**config.mk**
```make
export PLATFORM = sky130hd
export DESIGN_NAME = imem_loader
export DESIGN_NICKNAME = d
export VERILOG_FILES = /design/src/rtl/imem_loader.sv
export SDC_FILE = /design/constraint.sdc
export NUM_CORES = 1
export LEC_CHECK = 0
export ABC_AREA = 1
export CORE_AREA = 2 2 133 135
export DETAILED_ROUTE_END_ITERATION = 6
export DIE_AREA = 0 0 135 137
export GPL_TIMING_DRIVEN = 1
export MAX_ROUTING_LAYER = met4
export PLACE_DENSITY = 0.69
export REMOVE_ABC_BUFFERS = 1
export SYNTH_ARGS = -nofsm -noshare
export SYNTH_HDL_FRONTEND = slang
export SYNTH_SLANG_ARGS = --single-unit
```
**constraint.sdc**
```tcl
create_clock -name clk -period 2.6 [get_ports clk]
set_clock_uncertainty 0.15 [all_clocks]
set_input_delay 0.39 -clock clk [delete_from_list [all_inputs] [get_ports clk]]
set_output_delay 0.39 -clock clk [all_outputs]
set_load 0.03 [all_outputs]
```
**src/rtl/imem_loader.sv**
```systemverilog
// Serial instruction-memory loader: takes a length-prefixed byte stream with a
// trailing XOR checksum and turns it into 32-bit word writes.
module imem_loader #(
  parameter int TIMEOUT_CYC = 1000000,
  parameter int MAX_WORDS   = 16384
) (
  input  logic        clk,
  input  logic        rstn,
  input  logic        start,
  input  logic [7:0]  rx_data,
  input  logic        rx_valid,
  output logic        loading,
  output logic        upg_wen_o,
  output logic [13:0] upg_adr_o,
  output logic [31:0] upg_dat_o,
  output logic        upg_done_o,
  output logic        err,
  output logic [14:0] words_written
);

  localparam int TW = $clog2(TIMEOUT_CYC + 1);

  typedef enum logic [2:0] {
    S_IDLE, S_LEN0, S_LEN1, S_DATA, S_CSUM, S_DONE, S_ERR
  } state_t;

  state_t        state_q, state_d;
  logic [15:0]   len_q, len_d;
  logic [1:0]    bidx_q, bidx_d;
  logic [23:0]   word_q, word_d;
  logic [13:0]   wadr_q, wadr_d;
  logic          wen_q, wen_d;
  logic [13:0]   adr_q, adr_d;
  logic [31:0]   dat_q, dat_d;
  logic          done_q, done_d;
  logic          err_q, err_d;
  logic [14:0]   ww_q, ww_d;
  logic [7:0]    csum_q, csum_d;
  logic [TW-1:0] tmo_q, tmo_d;
  logic          active;
  logic [15:0]   len_full;

  always_ff @(posedge clk or negedge rstn) begin
    if (!rstn) begin
      state_q <= S_IDLE;
      len_q   <= '0;
      bidx_q  <= '0;
      word_q  <= '0;
      wadr_q  <= '0;
      wen_q   <= 1'b0;
      adr_q   <= '0;
      dat_q   <= '0;
      done_q  <= 1'b0;
      err_q   <= 1'b0;
      ww_q    <= '0;
      csum_q  <= '0;
      tmo_q   <= '0;
    end else begin
      state_q <= state_d;
      len_q   <= len_d;
      bidx_q  <= bidx_d;
      word_q  <= word_d;
      wadr_q  <= wadr_d;
      wen_q   <= wen_d;
      adr_q   <= adr_d;
      dat_q   <= dat_d;
      done_q  <= done_d;
      err_q   <= err_d;
      ww_q    <= ww_d;
      csum_q  <= csum_d;
      tmo_q   <= tmo_d;
    end
  end

  always_comb begin
    state_d  = state_q;
    len_d    = len_q;
    bidx_d   = bidx_q;
    word_d   = word_q;
    wadr_d   = wadr_q;
    wen_d    = 1'b0;
    adr_d    = adr_q;
    dat_d    = dat_q;
    done_d   = done_q;
    err_d    = err_q;
    ww_d     = ww_q;
    csum_d   = csum_q;
    tmo_d    = tmo_q;
    len_full = {rx_data, len_q[7:0]};

    active = (state_q == S_LEN0) || (state_q == S_LEN1) ||
             (state_q == S_DATA) || (state_q == S_CSUM);
    if (active) tmo_d = rx_valid ? '0 : tmo_q + 1'b1;

    case (state_q)
      S_IDLE, S_DONE, S_ERR: begin
        // A byte arriving together with start is dropped on purpose.
        if (start) begin
          state_d = S_LEN0;
          done_d  = 1'b0;
          err_d   = 1'b0;
          ww_d    = '0;
          csum_d  = '0;
          tmo_d   = '0;
        end
      end
      S_LEN0: if (rx_valid) begin
        len_d[7:0] = rx_data;
        state_d    = S_LEN1;
      end
      S_LEN1: if (rx_valid) begin
        len_d[15:8] = rx_data;
        if (len_full == 16'd0 || int'(len_full) > MAX_WORDS) begin
          state_d = S_ERR;
          err_d   = 1'b1;
        end else begin
          state_d = S_DATA;
          bidx_d  = '0;
          wadr_d  = '0;
        end
      end
      S_DATA: if (rx_valid) begin
        csum_d = csum_q ^ rx_data;
        bidx_d = bidx_q + 1'b1;
        if (bidx_q == 2'd3) begin
          wen_d  = 1'b1;
          adr_d  = wadr_q;
          dat_d  = {rx_data, word_q};
          wadr_d = wadr_q + 1'b1;
          ww_d   = ww_q + 1'b1;
          if (ww_q + 15'd1 == len_q[14:0]) state_d = S_CSUM;
        end else begin
          word_d[bidx_q*8 +: 8] = rx_data;
        end
      end
      S_CSUM: if (rx_valid) begin
        if (rx_data == csum_q) begin
          state_d = S_DONE;
          done_d  = 1'b1;
        end else begin
          state_d = S_ERR;
          err_d   = 1'b1;
        end
      end
      default: state_d = S_IDLE;
    endcase

    // An arriving byte always beats the timeout in the same cycle.
    if (active && !rx_valid && tmo_q == TW'(TIMEOUT_CYC - 1)) begin
      state_d = S_ERR;
      err_d   = 1'b1;
    end
  end

  always_comb begin
    loading = (state_q == S_LEN0) || (state_q == S_LEN1) ||
              (state_q == S_DATA) || (state_q == S_CSUM);
  end

  assign upg_wen_o     = wen_q;
  assign upg_adr_o     = adr_q;
  assign upg_dat_o     = dat_q;
  assign upg_done_o    = done_q;
  assign err           = err_q;
  assign words_written = ww_q;

endmodule
```
==> summary.md <==
| Metric | Value |
|---|---|
| Status | finished, final reports clean |
| Crit end category | primary output |
| XOR/XNOR share of the synthesized area | under 10% |
| Max stage delay cell, worst path | dfrtp_1 |
| CP Class | reg2out |
| Psw | around 3.8 mW |
| Rows | 48 |
| Part of the cycle the worst path needs | between 90% and 100% |
| Clk buf depth | 2 |
| Port Buf Inserts | 76 |
| Wire per inst | between 10 and 15 um |
| 1st-pass router iterations | 6 |
| Clk_lat worst skew | between 400 and 500 ps |
| Final setup vio count | 0 |
| Synth cell types | 46 |
| Gate Count Post-Synth | between 900 and 1000 |
| Design Power | 9.49 mW |
| Worst VDD drop | ~0.00066 V |
| TritonCTS Buffers | 17 |
| Synth Area in Simple Gates | 26.0% |
| Compound-gate portion of the synthesized area | 12.4% |
| Vias per std cell | between 5 and 6 |
| Cell breakdown of the critical path | nor2_1 > nand2_1 > inv_2 > nor2_4 > inv_1 > dlygate4sd2_1 |
| Share of power burned in registers | 36.8% |
| Routed WL | between 15 and 20 mm |
| Die height | between 100 and 150 um |
| Pleak | 4.20 nW |
| Relative slew slack | 59.9% |
| Critical Path RT | between 2000 and 2500 ps |
| Routability congestion estimate | 0.877 |
| Main synth FF type | dfrtp_1 |
| Asr flop ratio synth | between 90% and 100% |
| Main combinational cell family by area after synthesis | simple AND/OR/NAND/NOR gates |
| Die width | around 140 um |
| Worst-margin pin slew | 602 ps |
| Initial antenna violation count | 1 |
| Place WS | 131 ps |
| CTS Root Cell | clkbuf_16 |
| Initial Utilization | about 45% |
| Most frequent cells in the layout | nand2_1, dfrtp_1, inv_1 |
| Final Max Slew Viols | 0 |
| Global route overflow | 0 |
| Final hold vios | 0 |
| Die ar. | roughly 18000 um2 |
| Final core utilization | roughly 54% |
| Max incr delay on CP | between 400 and 500 ps |
| Vias | between 6000 and 7000 |
| Seq/Total Area, Yosys | between 40% and 50% |
| Final antenna-violating net count | 0 |
| CP Launch Type | flop |
| Clk sinks | 150 |
| Final setup margin | 246 ps |
| Hold Crit Class | reg2reg |
| Share of cells above drive strength 1 | 10.5% |
| Yosys reg bits | 150 |
| P_int | 5.72 mW |
| Vias in the first global route | roughly 6100 |
| Clock transition at path regs | roughly 60 ps |
| CTS tree | done |
| # DRC | 0 |
| Adder-Cell Fraction of Synth Area | ~1.3% |
| GR Util All Layers | 21.3% |
| Clock network power share | approximately a quarter |
| Starting DRT DRC Count | 594 |
| Layout Nets | 1027 |
| Cell Pwr Density | ~1000 nW/um2 |
| Largest net degree at the start of global routing | between 90 and 100 |
| CORE AREA | approximately 17000 um2 |
| YS warnings | 0 |
| Min cycle time layout | around 2400 ps |
| Comb power frac | a little under two fifths |
| Mapped Area | ~7600 um2 |
| Commonest non-fill, non-tap cell in the layout | nand2_1 |
| Synth-to-Final Area Change | 22.0% |
| Post-synth EDFFs | 0 |
| CP Max Fanout | 6 |
| First-pass GRT wire length | roughly 30 mm |
| Max-cap violations | 0 |
| Dpl hpwl | 12.8 mm |
| CTS HTree Levels | 4 |
| Post-synthesis mux area share | 0% |
| Final hold slack | roughly 340 ps |
| Switching Fraction | about two fifths |
| Fmax | approximately 420 MHz |
| RSZ-0062 raised after global routing | false |
| # IOs | slightly below 80 |
| Crit path DAT | about 1800 ps |
| Syn avg cell area | around 8.3 um2 |
==> flip-flops by register name, summed over array words and instances, names as in the netlist <==
name           count
word_q            24
state_q            3
upg_dat_o         32
tmo_q             20
csum_q             8
err                1
upg_wen_o          1
words_written     15
len_q             15
upg_adr_o         14
wadr_q            14
bidx_q             2
upg_done_o         1
==> metal layers <==
layer,part of all wire (%),track usage [%]
met5,0,-
met4,1.6,7.52
met3,5.4,5.00
met2,46,31.7
met1,47,28.6
==> worst max-delay path: cells and delay by family (launching register included) <==
family | cells | cell delay, ps
and+or+nand+nor | 3 | 320
DFF | 1 | 450
buffers and inverters | 3 | 600
==> cell usage after synthesis (8+ instances only) <==
library cell / n / area share (%)
nand2_1: 211 / 10
dfrtp_1: 150 / 49
inv_1: 113 / 5.6
o21ai_0: 73 / 4.8
nand3_1: 72 / 4.7
nor2_1: 44 / 2.2
o21ai_1: 40 / 2.6
nand4_1: 32 / 2.6
nor3_1: 18 / 1.2
buf_2: 16 / 1.1
xor2_1: 15 / 1.7
o22ai_1: 12 / 0.99
nor2_2: 11 / 0.91
clkbuf_1: 10 / 0.49
inv_2: 10 / 0.49
a21oi_1: 9 / 0.59
ha_1: 8 / 1.3
==> worst paths after layout <==
check	slack (ps)	cells past startpoint	endpoint	start
max	250	6	loading	state_q[1]
min reg2reg	340	2	upg_dat_o[0]	upg_dat_o[0]
max in group asynchronous	1220	3	words_written[3]	rstn
max reg2reg	350	14	state_q[2]	words_written[1]
min in group asynchronous	370	2	upg_dat_o[10]	rstn
min	340	2	upg_dat_o[0]	upg_dat_o[0]
==> timing repair <==
action	in CTS	in global routing
setup buffers	0	0
endpoints found under the setup margin	1	0
resized for setup	1	0
endpoints found under the hold margin	59	0
hold buffers	1	0
==> layout make-up <==
| class | count | area (um2) |
|---|---|---|
| diodes | 1 | 2.50 |
| clock buffers | 19 | 443 |
| clock inverters | 13 | 123 |
| fillers | 1538 | 7790 |
| inverters | 123 | 462 |
| multi-input cells | 612 | 3200 |
| flip-flops and latches | 150 | 3750 |
| well taps | 225 | 282 |
| repair buffers | 103 | 1000 |
==> power by group through the flow <==
stage / Clock [mW] / Combinational [mW] / Sequential, mW
after global placement: 0 / 3.57 / 3.52
final: 2.37 / 3.63 / 3.50
after detailed placement: 0 / 3.62 / 3.53
after floorplan: 0 / 1.73 / 3.99
after CTS: 2.40 / 3.65 / 3.50
after global routing: 2.51 / 3.99 / 3.59
==> kinds of logic after synthesis <==
group | Yosys count
AO/OA/AOI/OAI | 164
XOR/XNOR | 21
adder cells (fa/ha/maj) | 8
buffers and inverters | 156
flip-flops | 150
AND/OR/NAND/NOR | 419
==> metrics by stage <==
stage                     setup TNS [ps]  cells  instance area [um2]
after detailed placement               0   1212                 8690
after global routing                   0   1246                 9270
after floorplan                    -2930    885                 7410
after CTS                              0   1245                 9260
after global placement                 0   1212                 8690
final                                  0   1246                 9270
No activity file was read; power rests on OpenSTA's default activity.
